File: src/rtl/msrv32_mem_arbiter.sv
// rtl/msrv32_mem_arbiter.sv - shares one single-port memory bus between fetch and load/store
//
// Purpose: grants one requester at a time, registers the granted request onto
// the bus, returns a one-cycle ack with read data, and aborts hung bus cycles.
//
// Ports:
//   ms_riscv32_mp_clk_in / ms_riscv32_mp_rst_in : clock, sync active-high reset
//   i_req_in, i_addr_in -> i_data_out, i_ack_out : instruction fetch port
//   d_req_in, d_wr_in, d_addr_in, d_wdata_in, d_mask_in
//                       -> d_rdata_out, d_ack_out : load/store port
//   mem_req_out, mem_wr_out, mem_addr_out, mem_wdata_out, mem_mask_out,
//   mem_rdata_in, mem_ack_in                      : external memory bus
//   stall_out   : pipeline stall while any request is outstanding
//   bus_err_out : one-cycle pulse when a bus transaction is aborted
module msrv32_mem_arbiter #(
  parameter int ADDR_WIDTH = 32,
  parameter int DATA_WIDTH = 32,
  parameter int TIMEOUT    = 255
) (
  input  logic                    ms_riscv32_mp_clk_in,
  input  logic                    ms_riscv32_mp_rst_in,
  input  logic                    i_req_in,
  input  logic [ADDR_WIDTH-1:0]   i_addr_in,
  output logic [DATA_WIDTH-1:0]   i_data_out,
  output logic                    i_ack_out,
  input  logic                    d_req_in,
  input  logic                    d_wr_in,
  input  logic [ADDR_WIDTH-1:0]   d_addr_in,
  input  logic [DATA_WIDTH-1:0]   d_wdata_in,
  input  logic [DATA_WIDTH/8-1:0] d_mask_in,
  output logic [DATA_WIDTH-1:0]   d_rdata_out,
  output logic                    d_ack_out,
  output logic                    mem_req_out,
  output logic                    mem_wr_out,
  output logic [ADDR_WIDTH-1:0]   mem_addr_out,
  output logic [DATA_WIDTH-1:0]   mem_wdata_out,
  output logic [DATA_WIDTH/8-1:0] mem_mask_out,
  input  logic [DATA_WIDTH-1:0]   mem_rdata_in,
  input  logic                    mem_ack_in,
  output logic                    stall_out,
  output logic                    bus_err_out
);

  localparam int CW = $clog2(TIMEOUT + 1);
  localparam logic [CW-1:0] LAST_COUNT = CW'(TIMEOUT - 1);

  typedef enum logic [1:0] {IDLE, I_BUSY, D_BUSY} state_t;

  state_t        state;
  logic          last_grant_d;  // 1 = most recent grant went to the data port
  logic [CW-1:0] count;

  logic elig_i, elig_d, grant_i, grant_d;

  assign stall_out = (i_req_in & ~i_ack_out) | (d_req_in & ~d_ack_out);

  // A port whose ack is on the wire this cycle still shows its old req;
  // masking it prevents a second grant for an already served request.
  always_comb begin
    elig_i  = i_req_in & ~i_ack_out;
    elig_d  = d_req_in & ~d_ack_out;
    grant_d = elig_d & (~elig_i | ~last_grant_d);
    grant_i = elig_i & ~grant_d;
  end

  always_ff @(posedge ms_riscv32_mp_clk_in) begin
    if (ms_riscv32_mp_rst_in) begin
      state         <= IDLE;
      last_grant_d  <= 1'b0;
      count         <= '0;
      mem_req_out   <= 1'b0;
      mem_wr_out    <= 1'b0;
      mem_addr_out  <= '0;
      mem_wdata_out <= '0;
      mem_mask_out  <= '0;
      i_data_out    <= '0;
      d_rdata_out   <= '0;
      i_ack_out     <= 1'b0;
      d_ack_out     <= 1'b0;
      bus_err_out   <= 1'b0;
    end else begin
      i_ack_out   <= 1'b0;
      d_ack_out   <= 1'b0;
      bus_err_out <= 1'b0;
      case (state)
        IDLE: begin
          if (grant_d) begin
            mem_req_out   <= 1'b1;
            mem_wr_out    <= d_wr_in;
            mem_addr_out  <= d_addr_in;
            mem_wdata_out <= d_wdata_in;
            mem_mask_out  <= d_wr_in ? d_mask_in : '0;
            last_grant_d  <= 1'b1;
            count         <= '0;
            state         <= D_BUSY;
          end else if (grant_i) begin
            mem_req_out   <= 1'b1;
            mem_wr_out    <= 1'b0;
            mem_addr_out  <= i_addr_in;
            mem_wdata_out <= '0;
            mem_mask_out  <= '0;
            last_grant_d  <= 1'b0;
            count         <= '0;
            state         <= I_BUSY;
          end
        end
        I_BUSY, D_BUSY: begin
          // An ack in the final counted cycle takes priority over the abort.
          if (mem_ack_in) begin
            mem_req_out <= 1'b0;
            if (state == I_BUSY) begin
              i_ack_out  <= 1'b1;
              i_data_out <= mem_rdata_in;
            end else begin
              d_ack_out <= 1'b1;
              if (!mem_wr_out) d_rdata_out <= mem_rdata_in;
            end
            state <= IDLE;
          end else if (count == LAST_COUNT) begin
            mem_req_out <= 1'b0;
            bus_err_out <= 1'b1;
            if (state == I_BUSY) begin
              i_ack_out  <= 1'b1;
              i_data_out <= '0;
            end else begin
              d_ack_out   <= 1'b1;
              d_rdata_out <= '0;
            end
            state <= IDLE;
          end else begin
            count <= count + 1'b1;
          end
        end
        default: state <= IDLE;
      endcase
    end
  end

endmodule

File: config.mk
export PLATFORM = sky130hd
export DESIGN_NAME = msrv32_mem_arbiter
export DESIGN_NICKNAME = d
export VERILOG_FILES = /design/src/rtl/msrv32_mem_arbiter.sv
export SDC_FILE = /design/constraint.sdc
export NUM_CORES = 1
export LEC_CHECK = 0
export BUFFER_PORTS_ARGS = -buffer_cell sky130_fd_sc_hd__buf_2
export CAP_MARGIN = 20
export CORE_MARGIN = 10
export CORE_UTILIZATION = 42
export CTS_CLUSTER_SIZE = 10
export DETAILED_ROUTE_END_ITERATION = 6
export GPL_TIMING_DRIVEN = 0
export PLACE_DENSITY = 0.81
export REMOVE_ABC_BUFFERS = 1
export SYNTH_ARGS = -nofsm -noshare
export SYNTH_HDL_FRONTEND = slang
export SYNTH_SLANG_ARGS = --single-unit
File: constraint.sdc
create_clock -name ms_riscv32_mp_clk_in -period 2 [get_ports ms_riscv32_mp_clk_in]
set_input_delay 0.4 -clock ms_riscv32_mp_clk_in [delete_from_list [all_inputs] [get_ports ms_riscv32_mp_clk_in]]
set_output_delay 0.4 -clock ms_riscv32_mp_clk_in [all_outputs]
set_load 0.02 [all_outputs]
==> results_dict.tcl <==
set metrics [dict create \
    insertedDiodeCount 0 \
    pre_cts_slack_ns -0.813 \
    design.core.area_mm2 0.0132 \
    detail_route.first_pass.iterations 4 \
    finalPower_uw 8700 \
    cts.htree.levels 4 \
    post_synth.cell_area_avg_um2 9.54 \
    grt_util_all_layers_pct 19.2 \
    placementRows 42 \
    final.setup_skew_ns 0.00970 \
    critPathArrivalTime_ns 2.29 \
    clock_insertion_delay_at_the_later_pin_of_the_skew_report_ns 0.42 \
    worstSetupEndpointType "flip-flop" \
    tritoncts.num_buffers 17 \
    max_cap_violations 0 \
    final.fill_count 1133 \
    timing.final.max_slew_violations 0 \
    ys.warnings.count 0 \
    number_of_endpoints_with_negative_hold_slack_in_the_final_report 0 \
    regToRegStartpoint "state[1]" \
    vias_after_detailed_routing 5703 \
    clock-root-buffer "clkbuf_16" \
    post_route_cells_drive_above_1_share_pct 39.9 \
    synthDistinctLibCells 41 \
    reg2regPathDepth 6 \
    die-area_mm2 0.0186 \
    initial_utilization_pct 42.9 \
    antenna_violating_nets_post_route 0 \
    detailed_place_hpwl_um 13800 \
    viasPerCell 5.49 \
    launching_element_of_the_worst_setup_path "state[1]" \
    initialDrtViolationCount 419 \
    buffer_ports.inserted 275 \
    grt_start_max_net_pins 77 \
    antenna_violations_before_repair 0 \
    overall_overflow_remaining_after_global_route 0 \
    p_leak_uw 0.00374 \
    totalNegativeSetupSlack_ns 0 \
    hold_path.startpoint "mem_rdata_in[21]" \
    grt_first_pass_wirelength_um 28700 \
    min_delay_path_depth 2 \
    synthesis.area_mm2 0.00568 \
    category_of_the_critical_setup_timing_path "reg -> reg" \
    slew_headroom_pct 45.5 \
    cts.path.max_buffers 2 \
    fp.dieH_um 136 \
    crit_fanout 21 \
    totalWireLength_um 19200 \
    tritoncts "built" \
    post-route-drc-count 0 \
    timing.hold.worst.class "in -> reg" \
    wire_per_inst_um 18.5 \
    setup_violations 0 \
    tightestPinTransition_ns 0.818 \
    count_of_hold_buffers_inserted_by_post_cts_repair 0 \
    vias_in_the_first_global_route 5641 \
    postSynthCellCount 595 \
    die_w_um 136 \
    powerDensity_mw_per_mm2 1080 \
    vdd_ir_drop_max_mv 0.496 \
    synth.yosys.seq_area_share_pct 52.2 \
    cp-start-kind "flip-flop" \
    yosys_register_bits 148 \
    clk_pin_slew_ns 0.06 \
    io-pin-count 276 \
    data_required_time_of_the_critical_path_ns 2.35 \
    period_needed_ns 1.93 \
    postLayoutSetupSlackWorst_ns 0.0674 \
    rsz_0062_raised_after_global_routing "yes" \
    fin_util_pct 60.7 \
    design.final.nets 992 \
    outcome "finished, final reports clean" \
    cts.sink_count 148 \
    fin_crit_sh_pct 96.6 \
    highest_clock_frequency_the_design_can_meet_ghz 0.517 \
    place.gp.congestion 0.821 \
    area_growth_pct 41.6 \
]
-- kinds of logic (layout without fill, tap and decap cells) --
| logic type | count (synthesis) | count (layout) | synth area share (%) |
|---|---|---|---|
| AO/OA/AOI/OAI | 200 | 201 | 24.0 |
| adder cells (fa/ha/maj) | 4 | 4 | 0.882 |
| buffers and inverters | 64 | 330 | 4.87 |
| flip-flops | 148 | 148 | 52.2 |
| multiplexers | 32 | 32 | 5.64 |
| AND/OR/NAND/NOR | 147 | 147 | 12.4 |
-- flip-flops by register name, summed over array words and instances (netlist names) --
signal	cells
last_grant_d	1
d_ack_out	1
mem_req_out	1
state	2
mem_wdata_out	32
count	8
mem_addr_out	32
bus_err_out	1
d_rdata_out	32
i_data_out	32
i_ack_out	1
mem_mask_out	4
mem_wr_out	1
-- metal layers --
metal	part of all wire, %	GRT usage, %	routed length, um
met5	0	0	0
met4	1.8	7.22	344
met3	11	8.93	2150
met2	49	32.8	9420
met1	38	20.3	7300
-- placed cells by master (no fill, tap or decap), drive strengths merged, types with 2 or more instances in the layout --
master and instances:
nor2b 3, and3 3, o211ai 2, nor3 7, clkinv 6, a311oi 2
buf 293, o21ai 40, a21o 2, nand3 8, nand4 33, a32oi 4
clkbuf 20, nor2 77, nand2b 3, a211oi 33, a21oi 42, nand2 8
a22o 32, mux2i 32, a32o 3, ha 4, dfxtp 148, clkinvlp 3
inv 7, a22oi 33, o31ai 2
-- path summary, 6_finish.rpt --
check / end / slack [ns]
min reg2reg: i_data_out[2] / 0.47
max: d_rdata_out[17] / 0.07
min: d_rdata_out[21] / 0.21
max reg2reg: d_rdata_out[17] / 0.07
-- through the flow --
| step | std cells | area [um^2] | hold slack [ns] |
|---|---|---|---|
| floorplan | 537 | 5420 | 0.448 |
| global placement | 988 | 7020 | 0.455 |
| detailed placement | 999 | 7300 | 0.458 |
| CTS | 1034 | 7970 | 0.191 |
| global route | 1038 | 8040 | 0.191 |
| finish | 1038 | 8040 | 0.208 |
-- worst max-delay path, cell delays in order, from the launching register on --
cell     delay, ns
dfxtp_1       0.31
inv_1         0.11
ha_2          0.44
buf_16        0.21
nor2b_4       0.07
a21oi_4       0.47
a22o_1        0.25
-- cell usage after synthesis --
library cell  instances  area share, %
inv_1                 6           0.40
a211oi_1             32            4.2
o31ai_1               2           0.26
a21boi_1              1           0.13
nand3_1               8           0.71
a41oi_1               1           0.15
nor3_1                7           0.62
mux2i_1              32            5.6
buf_1                 4           0.26
a311oi_1              2           0.31
a211oi_2              1           0.22
nand4_1              33            3.6
a31oi_1               1           0.11
dfxtp_1             148             52
a311o_1               1           0.18
o211ai_1              2           0.26
nand4b_1              1           0.15
a22oi_1              33            4.4
nand2b_4              1           0.24
clkbuf_1             41            2.7
a32o_1                3           0.53
a32oi_1               4           0.62
nand2_1               8           0.53
nand2b_1              2           0.22
a21oi_1              41            3.6
and2_0                1           0.11
a211o_1               1           0.15
or4_1                 1           0.13
and3_1                3           0.33
and4_1                1           0.15
a31o_2                1           0.15
buf_4                 3           0.40
o21ai_0              40            3.5
nor2_1               77            5.1
buf_2                 8           0.71
ha_1                  4           0.88
a21o_1                2           0.26
nor2b_1               3           0.33
a22o_1               32            4.9
nor4_1                1           0.11
buf_6                 2           0.40
-- power breakdown --
group | total (uW) | leakage, uW | internal, uW | switching, uW
logic | 2270 | 0.00226 | 885 | 1380
registers | 3380 | 0.00121 | 3240 | 145
clock network | 3050 | 0.000274 | 1810 | 1240
-- final cells by class --
cell class              count  area, um^2  share of cell area (%)
clock inverters            11         103                    1.28
multi-input cells         384        2570                    31.9
repair buffers            293        1690                    21.1
flip-flops and latches    148        2970                    36.9
well taps                 176         220                    2.74
inverters                   6        22.5                   0.280
clock buffers              20         467                    5.81
-- what timing repair did --
item,CTS,global route
pin swaps,3,3
endpoints found under the setup margin,86,103
resized for setup,14,7
gates cloned,1,0
setup buffers,3,4
(Power assumes the default switching activity.)
